<file path="src/rtl/fetch_mem_arbiter.sv">
// Round-robin arbiter sharing one pipelined Wishbone slave between NUM_MASTERS masters.
// Grant is held for a whole CYC; a watchdog aborts transactions whose responses never arrive.
module fetch_mem_arbiter #(
  parameter int NUM_MASTERS = 2,
  parameter int AW          = 32,
  parameter int DW          = 32,
  parameter int TIMEOUT     = 255
) (
  input  logic                            clk_i,
  input  logic                            rst_i,
  input  logic [NUM_MASTERS-1:0]          m_cyc_i,
  input  logic [NUM_MASTERS-1:0]          m_stb_i,
  input  logic [NUM_MASTERS-1:0]          m_we_i,
  input  logic [NUM_MASTERS*AW-1:0]       m_adr_i,
  input  logic [NUM_MASTERS*DW-1:0]       m_dat_i,
  input  logic [NUM_MASTERS*(DW/8)-1:0]   m_sel_i,
  output logic [DW-1:0]                   m_dat_o,
  output logic [NUM_MASTERS-1:0]          m_ack_o,
  output logic [NUM_MASTERS-1:0]          m_err_o,
  output logic [NUM_MASTERS-1:0]          m_stall_o,
  output logic                            s_cyc_o,
  output logic                            s_stb_o,
  output logic                            s_we_o,
  output logic [AW-1:0]                   s_adr_o,
  output logic [DW-1:0]                   s_dat_o,
  output logic [DW/8-1:0]                 s_sel_o,
  input  logic [DW-1:0]                   s_dat_i,
  input  logic                            s_ack_i,
  input  logic                            s_err_i,
  input  logic                            s_stall_i,
  output logic [$clog2(NUM_MASTERS)-1:0]  grant_o
);

  localparam int GW     = $clog2(NUM_MASTERS);
  localparam int SW     = DW / 8;
  localparam int CW_RAW = $clog2(TIMEOUT + 2);
  localparam int CW     = (CW_RAW < 4) ? 4 : CW_RAW;

  localparam logic [CW-1:0] CNT_ONE     = CW'(1);
  localparam logic [CW-1:0] TIMEOUT_VAL = CW'(TIMEOUT);
  localparam logic [GW:0]   PTR_ONE     = (GW + 1)'(1);

  typedef enum logic [1:0] {IDLE, BUSY, ABORT} state_t;

  state_t                   state;
  logic [GW-1:0]            grant;
  logic [GW-1:0]            ptr;
  logic [GW-1:0]            winner;
  logic                     any_req;
  logic [2*NUM_MASTERS-1:0] req_dbl;
  logic [NUM_MASTERS-1:0]   req_rot;
  logic [CW-1:0]            outst;
  logic [CW-1:0]            outst_next;
  logic [CW-1:0]            wdog;
  logic [CW-1:0]            wdog_inc;
  logic                     gcyc;
  logic                     issue;
  logic                     resp;
  logic                     dec;

  // Rotate requests so bit 0 is the master right after the last owner.
  assign req_dbl = {m_cyc_i, m_cyc_i};
  assign req_rot = NUM_MASTERS'(req_dbl >> ({1'b0, ptr} + PTR_ONE));

  always_comb begin
    any_req = 1'b0;
    winner  = ptr;
    for (int i = 0; i < NUM_MASTERS; i++) begin
      if (!any_req && req_rot[i]) begin
        any_req = 1'b1;
        winner  = GW'((int'(ptr) + 1 + i) % NUM_MASTERS);
      end
    end
  end

  assign gcyc    = m_cyc_i[grant];
  assign m_dat_o = s_dat_i;
  assign grant_o = grant;

  always_comb begin
    s_cyc_o   = 1'b0;
    s_stb_o   = 1'b0;
    s_we_o    = m_we_i[grant];
    s_adr_o   = m_adr_i[int'(grant)*AW +: AW];
    s_dat_o   = m_dat_i[int'(grant)*DW +: DW];
    s_sel_o   = m_sel_i[int'(grant)*SW +: SW];
    m_stall_o = '1;
    m_ack_o   = '0;
    m_err_o   = '0;
    case (state)
      BUSY: begin
        s_cyc_o          = gcyc;
        s_stb_o          = gcyc & m_stb_i[grant];
        m_stall_o[grant] = s_stall_i;
        m_ack_o[grant]   = s_ack_i;
        m_err_o[grant]   = s_err_i;
      end
      ABORT:   m_err_o[grant] = 1'b1;
      default: ;
    endcase
  end

  // Responses with nothing outstanding are ignored; the counter never wraps.
  assign issue    = s_stb_o & ~s_stall_i;
  assign resp     = s_ack_i | s_err_i;
  assign dec      = resp & (outst != '0);
  assign wdog_inc = wdog + CNT_ONE;

  always_comb begin
    outst_next = outst;
    if (issue && !dec) begin
      if (outst != '1) outst_next = outst + CNT_ONE;
    end else if (!issue && dec) begin
      outst_next = outst - CNT_ONE;
    end
  end

  always_ff @(posedge clk_i) begin
    if (rst_i) begin
      state <= IDLE;
      grant <= '0;
      ptr   <= '0;
      outst <= '0;
      wdog  <= '0;
    end else begin
      case (state)
        IDLE: begin
          outst <= '0;
          wdog  <= '0;
          if (any_req) begin
            grant <= winner;
            state <= BUSY;
          end
        end
        BUSY: begin
          if (!gcyc) begin
            state <= IDLE;
            ptr   <= grant;
            outst <= '0;
            wdog  <= '0;
          end else begin
            outst <= outst_next;
            if (resp || outst == '0) begin
              wdog <= '0;
            end else begin
              wdog <= wdog_inc;
              if (TIMEOUT != 0 && wdog_inc == TIMEOUT_VAL) state <= ABORT;
            end
          end
        end
        ABORT: begin
          state <= IDLE;
          ptr   <= grant;
          outst <= '0;
          wdog  <= '0;
        end
        default: state <= IDLE;
      endcase
    end
  end

endmodule

</file>
<file path="config.mk">
export PLATFORM = sky130hd
export DESIGN_NAME = fetch_mem_arbiter
export DESIGN_NICKNAME = d
export VERILOG_FILES = /design/src/rtl/fetch_mem_arbiter.sv
export SDC_FILE = /design/constraint.sdc
export NUM_CORES = 1
export LEC_CHECK = 0
export ABC_AREA = 1
export ABC_CLOCK_PERIOD_IN_PS = 4100
export BUFFER_PORTS_ARGS = -buffer_cell sky130_fd_sc_hd__buf_2
export CORE_AREA = 2 2 113 115
export CTS_BUF_LIST = sky130_fd_sc_hd__clkbuf_8
export DETAILED_ROUTE_END_ITERATION = 8
export DIE_AREA = 0 0 115 117
export PLACE_DENSITY = 0.62
export SLEW_MARGIN = 25
export SYNTH_ARGS = -nofsm -noshare
export SYNTH_HDL_FRONTEND = slang
export SYNTH_SLANG_ARGS = --single-unit
</file>
<file path="constraint.sdc">
create_clock -name clk_i -period 4.1 [get_ports clk_i]
set_clock_uncertainty 0.1 [all_clocks]
set_input_delay 0.205 -clock clk_i [delete_from_list [all_inputs] [get_ports clk_i]]
set_output_delay 0.205 -clock clk_i [all_outputs]
set_load 0.02 [all_outputs]
</file>
# Word-level counts from Yosys, hierarchy flattened
# Cells that the tools add are included.
word_totals:
  register_bits: 22
  in_bits: 179
  word_cells: 86
classes:
  n_addsub: 6
  n_lt_le_gt_ge: 2
  eq_ne: 10
  shifts: 4
  mux: 32
  bitwise_logic: 9
  reduce_logical: 18
ops:
  columns: ["cell", "n"]
  rows:
  - ["indexed part select 64 x 7 -> 32 bit", 2]
  - ["two-way mux 9 bit", 6]
  - ["case mux 9 bit (2 select lines)", 2]
  - ["adder 9 x 1 -> 9 bit, second input constant", 2]
  - ["two-way mux 1 bit", 14]
  - ["two-way mux 2 bit", 6]
  - ["equality test 9 x 8 -> 1 bit, second input constant", 1]
  - ["logical NOT 9 bit", 1]
  - ["!= test 9 bit, second input constant", 1]
  - ["nonzero test 9 bit", 1]
  - ["subtractor 9 x 1 -> 9 bit, second input constant", 1]
  - ["!= test 4 bit, second input constant", 2]
  - ["case mux 2 bit (2 select lines)", 2]
  - ["indexed part select 8 x 4 -> 4 bit", 1]
  - ["!= test 3 bit, second input constant", 2]
  - ["AND reduction 3 bit", 2]
  - ["AND 2 bit", 2]
  - ["logical AND 1 bit", 4]
  - ["!= test 2 bit, second input constant", 2]
  - ["AND reduction 2 bit", 2]
  - ["nonzero test 2 bit", 2]
  - [">> shifter 4 x 2 -> 2 bit", 1]
  - ["AND 1 bit", 3]
  - ["logical NOT 1 bit", 3]
  - ["other kinds (15)", 16]

# Logic depth before layout (Yosys ltp)
# Gate-level depths: netlist of the first run.
depth:
  word_depth: 11
  ltp_mapped: 17

# Least setup slack after synthesis of the first run
# No wires, ideal clock.
synth_timing:
  path_type: "register to register"
  from: "reg grant (netlist: grant_o)"
  to: "reg outst[7]"
  setup_ns: 0.116
  arrival_time_ns: 2.328
  t_required_ns: 3.884
  slack_ns: 1.557
  stages_incl_launch_ff: 13
  cell_sequence: "dfxtp_1 nand2_1 nand2_1 nand3_2 nor2_4 nand2_1 ha_1 a21o_1 a31oi_1 nand2_1 or2_2 a21oi_1 nor2_1"
synth_via:
  elab_chain_len: 9
  elab_cells_between_ends: 16
  cone_classes: "eq/ne (2); mux (8); bitwise (2); reduce/logical (4)"
synth_lines:
  columns: ["item", "line", "rtl"]
  rows:
  - ["from (decl)", "46", "logic [GW-1:0] grant;"]
  - ["from (signal assigned)", "131", "grant <= winner;"]
  - ["two-way mux 1 bit (on tied branches) (2 in series)", "76, 93", null]
  - ["AND 1 bit", "93", "s_stb_o = gcyc & m_stb_i[grant];"]
  - ["two-way mux 1 bit", "90", "case (state)"]
  - ["AND 1 bit", "104", "assign issue = s_stb_o & ~s_stall_i;"]
  - ["logical AND 1 bit or logical NOT 1 bit (tied branches)", "111, 113", null]
  - ["two-way mux 9 bit or logical AND 1 bit (tied branches)", "111, 113", null]
  - ["two-way mux 9 bit or != test 4 bit (tied branches)", null, null]
  - ["case mux 9 bit (2 select lines) or AND reduction 3 bit (tied branches)", null, null]
  - ["to (signal assigned)", "142", "outst <= outst_next;"]
  - ["to (decl)", "52", "logic [CW-1:0] outst;"]
# Parallel ways exist; a longest one is shown, timed or not. The select of a mux whose other input is x is not followed.
# A chain may end at the register's enable or synchronous reset.

# Worst setup path after layout of the first run
layout_timing:
  from: "reg grant (netlist: grant_o)"
  to: "reg outst[6]"
# Same word-level chain as after synthesis.

==> results of run 1 <==
==> metal layers <==
| metal | vias to the layer above | share of wire (%) | global-route usage [%] |
|---|---|---|---|
| met4 | 0 | 0.31 | 1.526 |
| met1 | 1545 | 46 | 22.17 |
| met5 | - | 0 | 0 |
| met2 | 145 | 46 | 23.73 |
| li1 | 1936 | - | - |
| met3 | 5 | 8.1 | 3.913 |
==> stage by stage <==
step                power [mW]  instance area, um^2  utilization [%]  setup slack [ns]
detailed placement       1.117                 3744            30.41            0.8909
global placement         1.116                 3744            30.41            0.9371
floorplan               0.8677                 2745                -             1.557
finish                   1.275                 3801            30.87            0.8951
global route             1.392                 3799            30.85            0.4885
CTS                      1.285                 3799            30.85            0.8720
==> power groups by stage <==
stage               registers [mW]  logic (mW)  clock network, mW
CTS                          0.277       0.838              0.171
floorplan                    0.263       0.605                  0
global placement             0.282       0.834                  0
detailed placement           0.282       0.835                  0
finish                       0.276       0.835              0.164
global route                 0.283       0.931              0.178
==> synthesized netlist by cell type, types with 3 or more instances <==
cell type  number
a21oi_1        30
ha_1           14
nand3_1        21
dfxtp_1        22
nand2_1       278
o21bai_1        3
nor2_1         24
inv_1          34
or2_2           5
clkbuf_1       18
nor3_1          3
nand4_1         4
buf_4          33
inv_2           3
o21ai_0        10
==> area by class of cell <==
| cell class | instances | share of cell area (%) |
|---|---|---|
| antenna | 1 | 0.06583 |
| tap | 150 | 4.937 |
| clock buffer | 4 | 1.448 |
| multi-input combinational | 407 | 48.39 |
| sequential | 22 | 11.62 |
| timing repair buffer | 226 | 29.89 |
| inverter | 37 | 3.654 |
==> kinds of logic after synthesis <==
group | count (synthesis) | share of synthesized area (%)
buffers and inverters | 89 | 16.96
adders and majority gates | 15 | 7.110
xor gates and xnor gates | 1 | 0.3191
DFF | 22 | 16.04
AOI/OAI and AO/OA | 49 | 9.663
and+or+nand+nor | 342 | 49.91
==> state kept, by name (all words and copies together) (netlist names) <==
register / count
outst: 9
ptr: 1
state: 2
grant_o: 1
wdog: 9
==> worst max-delay path, delay by kind of cell, from the launching register on <==
kind	cells	cell delay, ns
DFF	1	0.69
adders and majority gates	1	0.41
AOI/OAI and AO/OA	3	0.39
buffers and inverters	3	0.51
and+or+nand+nor	9	0.99
==> worst max-delay path by stage <==
stage / startpoint / slack [ns] / depth (start not counted) / to
detailed placement: grant_o$_SDFFE_PP0P_ / 0.89 / 16 / outst[6]$_SDFFE_PP0P_
global placement: grant_o$_SDFFE_PP0P_ / 0.94 / 16 / outst[6]$_SDFFE_PP0P_
CTS: grant_o$_SDFFE_PP0P_ / 0.87 / 16 / outst[6]$_SDFFE_PP0P_
finish: grant_o$_SDFFE_PP0P_ / 0.90 / 16 / outst[6]$_SDFFE_PP0P_
floorplan: grant_o$_SDFFE_PP0P_ / 1.56 / 12 / outst[7]$_SDFFE_PP0P_
global route: grant_o$_SDFFE_PP0P_ / 0.49 / 16 / outst[6]$_SDFFE_PP0P_
==> placed cells by master (no fill, tap or decap), types with 2 or more instances in the layout <==
cell,Yosys,layout
inv_1,34,34
nor3_1,3,3
o21bai_1,3,3
ha_1,14,14
nor2_1,24,24
clkbuf_8,0,4
buf_4,33,2
nand3b_1,2,2
nand2_1,278,278
inv_2,3,3
a21oi_1,30,30
nand3_1,21,21
nand3_2,2,2
o21ai_1,2,2
dfxtp_1,22,21
or2_2,5,5
nand4_1,4,4
buf_2,0,224
a21o_1,2,2
o21ai_0,10,10
==> results.yml, run 1 <==
clocking:
  clkTransAtPathRegs_ns: 0.08
  htree_levels: 1
  cts_resized: 0
  cts_buffers: 3
  postCtsSetupRepairBufs: 0
  cts-root-buf: "clkbuf_8"
  clock_sinks: 22
  ctsLongestPathBuffers: 2
  ctsHoldBuffers: 0
  cts_tree: "built"
  insertion_delay_ns: 0.27
place:
  placedCellCount: 842
  dp_hpwl_mm: 9.358
  place_congestion: 0.8849
  io_buffers: 224
logic_synthesis:
  synth_area_leaders: "nand2_1 (38%), dfxtp_1 (16%), buf_4 (9.0%)"
  synth_area_mm2: 0.002745
  async_flop_share_pct: 0
  ys_seq_area_share_pct: 16.04
  synth_ff_type: "dfxtp_1"
  ys_types: 27
  synth_cells: 518
  synth_edf_count: 0
  yosysTopAreaCell: "nand2_1"
  synth.avg_cell_area_um2: 5.299
  synth_seq_cells: 22
  syn-num-nets: 712
  synth.top_cell.area_share_pct: 38.01
  ys_warn_count: 0
sta:
  rsz0062_at_grt: "no"
  holdWs_ns: 0.1356
  finalCritPeriodShare_pct: 78.17
  worst-slew-pin-transition_ns: 0.5619
  timing.final.crit_period_ns: 3.205
  finalHoldViolations: 0
  relSlewSlack_pct: 62.54
  slew_violations: 0
  fin_tns_setup_ns: 0
  max_freq_ghz: 0.3120
  setup_viol: 0
power_and_ir_drop:
  vdd_ir_drop_max_mv: 0.1329
  switching_share_pct: 51.57
  clockPowerShare_pct: 12.9
  power_density_mw_per_mm2: 335.4
  power_switching_uw: 657.5
  power.internal_uw: 617.3
  power.leakage_nw: 2.288
  seqPwrFrac_pct: 21.7
  combPwrFrac_pct: 65.5
die:
  dieArea_mm2: 0.01346
  dieHeight_um: 117
  row_count: 41
  start_util_pct: 22.30
  boundaryPins: 289
  die_x_um: 115
  core-area_mm2: 0.01231
critical_path:
  cpPeakStageDelay_ns: 0.69
  worstRegToRegCells: 16
  r2r-start: "grant_o$_SDFFE_PP0P_"
  critical_path_class: "flip-flop to flip-flop"
  arrival_ns: 3.28
  cp-end-kind: "flip-flop"
  cp-start-kind: "flip-flop"
  crit_required_ns: 4.17
  r2r_setup_slack_ns: 0.90
  crit_path_frequent_cell: "nand2_1"
  worstReg2RegEnd: "outst[6]$_SDFFE_PP0P_"
  crit_chain: "inv_2 > nand2_1 > nand2_1 > nand3_2 > nor2_4 > nand2_1 > inv_1 > fa_1 > inv_1 > nand3_1 > nand2_1 > nand2_1 > a21oi_1 > a21oi_1 > a21oi_1 > nor2_1"
  path_max_fanout: 31
  cp_slowest_cell: "dfxtp_2"
cells_and_area:
  fill_cells: 1436
  ff_latch_area_um2: 441.7
  drive_above_1_share_pct: 35.06
  multi_input_comb_area_mm2: 0.001839
  nets: 891
  area_delta_synth_final_pct: 38.47
  final_cells: 847
outcome:
  outcome: "complete, no violations"
routing:
  routed-via-count: 3631
  drc: 0
  dr.pass1.iters: 5
  ant_nets: 0
  vias_per_cell: 4.287
  wl_per_cell_um: 13.02
  wirelength_mm: 11.03
  drtIter0Drc: 231
global_route:
  grt_max_degree: 50
  antenna_found_initial: 1
  gr-total-overflow: 0
  first_global_vias: 3015
  grt_pass1_wl_mm: 16.24
  track_usage_pct: 15.31
min_path:
  worstHoldEndpoint: "grant_o$_SDFFE_PP0P_"
  hold_path_class: "input port to flip-flop"
  whs_path_depth: 3
  holdCritStartpoint: "m_cyc_i[1]"
run:
  cap_violations: 0
Power figures use the tool's default switching activity.
==> inputs of run 2 (changes only) <==
Settings changed: ABC_CLOCK_PERIOD_IN_PS 4100 to 2710, CORE_AREA 2 2 113 115 to 2 2 112 114, DIE_AREA 0 0 115 117 to 0 0 114 116, PLACE_DENSITY 0.62 to 0.65.
Clock period 4.1 ns to 2.71 ns, I/O delays scaled along.
==> run 2 against run 1 <==
Net effect: wire length fell by 2.1%; cell count rose by 0.47%; sequential share of layout area fell by 0.28 points; die area fell by 1.7%; global-route usage rose by 0.065 points; flip-flop and latch count did not move; setup slack got worse by 0.68 ns; power rose by 60%; register-to-register slack got worse by 0.68 ns; final area rose by 2.5%; critical path type unchanged; largest power group unchanged.
==> results.yml, run 2 (same netlist as run 1, synthesis figures left out) <==
place:
  placed_cell_area_mm2: 0.003800
  place_congestion: 0.8257
  io_buffers: 224
  dp_hpwl_mm: 9.113
  placedCellCount: 847
die:
  dieHeight_um: 116
  boundaryPins: 289
  start_util_pct: 23.05
  dieArea_mm2: 0.01322
  row_count: 40
  die_x_um: 114
  core-area_mm2: 0.01191
sta:
  timing.final.crit_period_ns: 2.496
  relSlewSlack_pct: 51.63
  setup_viol: 0
  finalHoldViolations: 0
  slew_violations: 0
  max_freq_ghz: 0.4007
  worst-slew-pin-transition_ns: 0.7256
  finalCritPeriodShare_pct: 92.10
  fin_tns_setup_ns: 0
clocking:
  insertion_delay_ns: 0.27
  cts_buffers: 3
  ctsLongestPathBuffers: 2
  clkTransAtPathRegs_ns: 0.09
  htree_levels: 1
  ctsHoldBuffers: 0
  clock_sinks: 22
  cts-root-buf: "clkbuf_8"
  cts_tree: "built"
critical_path:
  cp-start-kind: "flip-flop"
  cp-end-kind: "flip-flop"
  worstRegToRegCells: 13
  r2r_setup_slack_ns: 0.21
  crit_required_ns: 2.77
  r2r-start: "state[1]$_SDFFE_PP0P_"
  critical_path_class: "flip-flop to flip-flop"
  worstReg2RegEnd: "outst[6]$_SDFFE_PP0P_"
  path_max_fanout: 10
  arrival_ns: 2.55
routing:
  routed-via-count: 3684
  wl_per_cell_um: 12.69
  drc: 0
  wirelength_mm: 10.80
  ant_nets: 0
  vias_per_cell: 4.329
  dr.pass1.iters: 4
  drtIter0Drc: 122
global_route:
  grt_max_degree: 73
  grt_pass1_wl_mm: 16.52
  gr-total-overflow: 0
  antenna_found_initial: 0
  first_global_vias: 3349
  track_usage_pct: 15.38
outcome:
  outcome: "complete, no violations"
cells_and_area:
  final_util_pct: 32.71
  layout_commonest_cell: "nand2_1"
  ff_latch_area_um2: 441.7
  multi_input_comb_area_mm2: 0.001864
  nets: 899
  mostFrequentLayoutCells: "nand2_1 (277), buf_2 (224), inv_1 (34)"
  drive_above_1_share_pct: 36.36
  fin_area_mm2: 0.003896
  reg_top3: "outst x9, wdog x9, state x2"
  area_delta_synth_final_pct: 41.93
  fill_cells: 1387
  n_antenna_cell: 0
  final_cells: 851
min_path:
  hold_path_class: "input port to flip-flop"
  whs_path_depth: 3
  holdCritStartpoint: "m_cyc_i[1]"
  worstHoldEndpoint: "grant_o$_SDFFE_PP0P_"
power_and_ir_drop:
  fin_total_pwr_mw: 2.041
  power.leakage_nw: 2.343
  power_density_mw_per_mm2: 523.9
  vdd_ir_drop_max_mv: 0.1905
run:
  cap_violations: 0
## run 2: changes by cell type in the layout (fill, tap and decap cells not counted), sizes merged
cell,before,now
buf,226,234
bufinv,0,1
clkbuf,4,3
diode,1,0
## run 2: worst max-delay path by stage
stage / slack, ns / start / cells past startpoint / to
3_5_place_dp: 0.04 / state[1]$_SDFFE_PP0P_ / 12 / outst[7]$_SDFFE_PP0P_
3_3_place_gp: 0.1 / state[1]$_SDFFE_PP0P_ / 12 / outst[7]$_SDFFE_PP0P_
6_report: 0.21 / state[1]$_SDFFE_PP0P_ / 13 / outst[6]$_SDFFE_PP0P_
2_1_floorplan: 0.17 / grant_o$_SDFFE_PP0P_ / 12 / outst[7]$_SDFFE_PP0P_
4_1_cts: 0.01 / state[1]$_SDFFE_PP0P_ / 12 / outst[7]$_SDFFE_PP0P_
5_1_grt: -0.008 / state[1]$_SDFFE_PP0P_ / 13 / outst[6]$_SDFFE_PP0P_
## run 2: per-layer routing
metal,vias up,GRT usage [%],share of wire [%]
met4,0,2.602,1.6
met1,1601,20.83,44
met2,130,25.56,47
li1,1943,-,-
met5,-,0,0
met3,10,3.295,6.7
## run 2: worst max-delay path, stage by stage (launching register included)
cell,delay [ns]
dfxtp_1,0.33
inv_1,0.10
ha_2,0.23
nand3_2,0.11
nor2_4,0.12
nand2_4,0.12
ha_1,0.37
a21oi_1,0.14
nand2_1,0.10
nand2_1,0.09
a21oi_1,0.07
or2_2,0.27
a21oi_1,0.15
nor2_1,0.06
## run 2: per-stage QoR
step                      hold WS [ns]  setup slack, ns
after floorplan                 0.2000           0.1666
after global placement          0.1711          0.09908
after detailed placement        0.1711          0.03602
after CTS                      0.04792          0.01006
after global routing           0.05225        -0.008186
final                          0.05769           0.2141
## run 2: cell type report
cell class,instances,area share [%]
well taps,147,4.721
repair buffers,234,30.70
flip-flops and latches,22,11.34
multi-input cells,407,47.85
clock buffers,3,1.060
inverters,37,3.565
clock inverters,1,0.7707
## run 2: report_power, final
part	switching (mW)	internal, mW	total (mW)
registers	0.0310	0.360	0.391
logic	0.857	0.483	1.34
clock network	0.113	0.197	0.310
total	1.00	1.04	2.04
## run 2: timing repair
item                       CTS  global route
gates resized for setup      0             5
buffers inserted             0             0
setup endpoints to repair    0             5
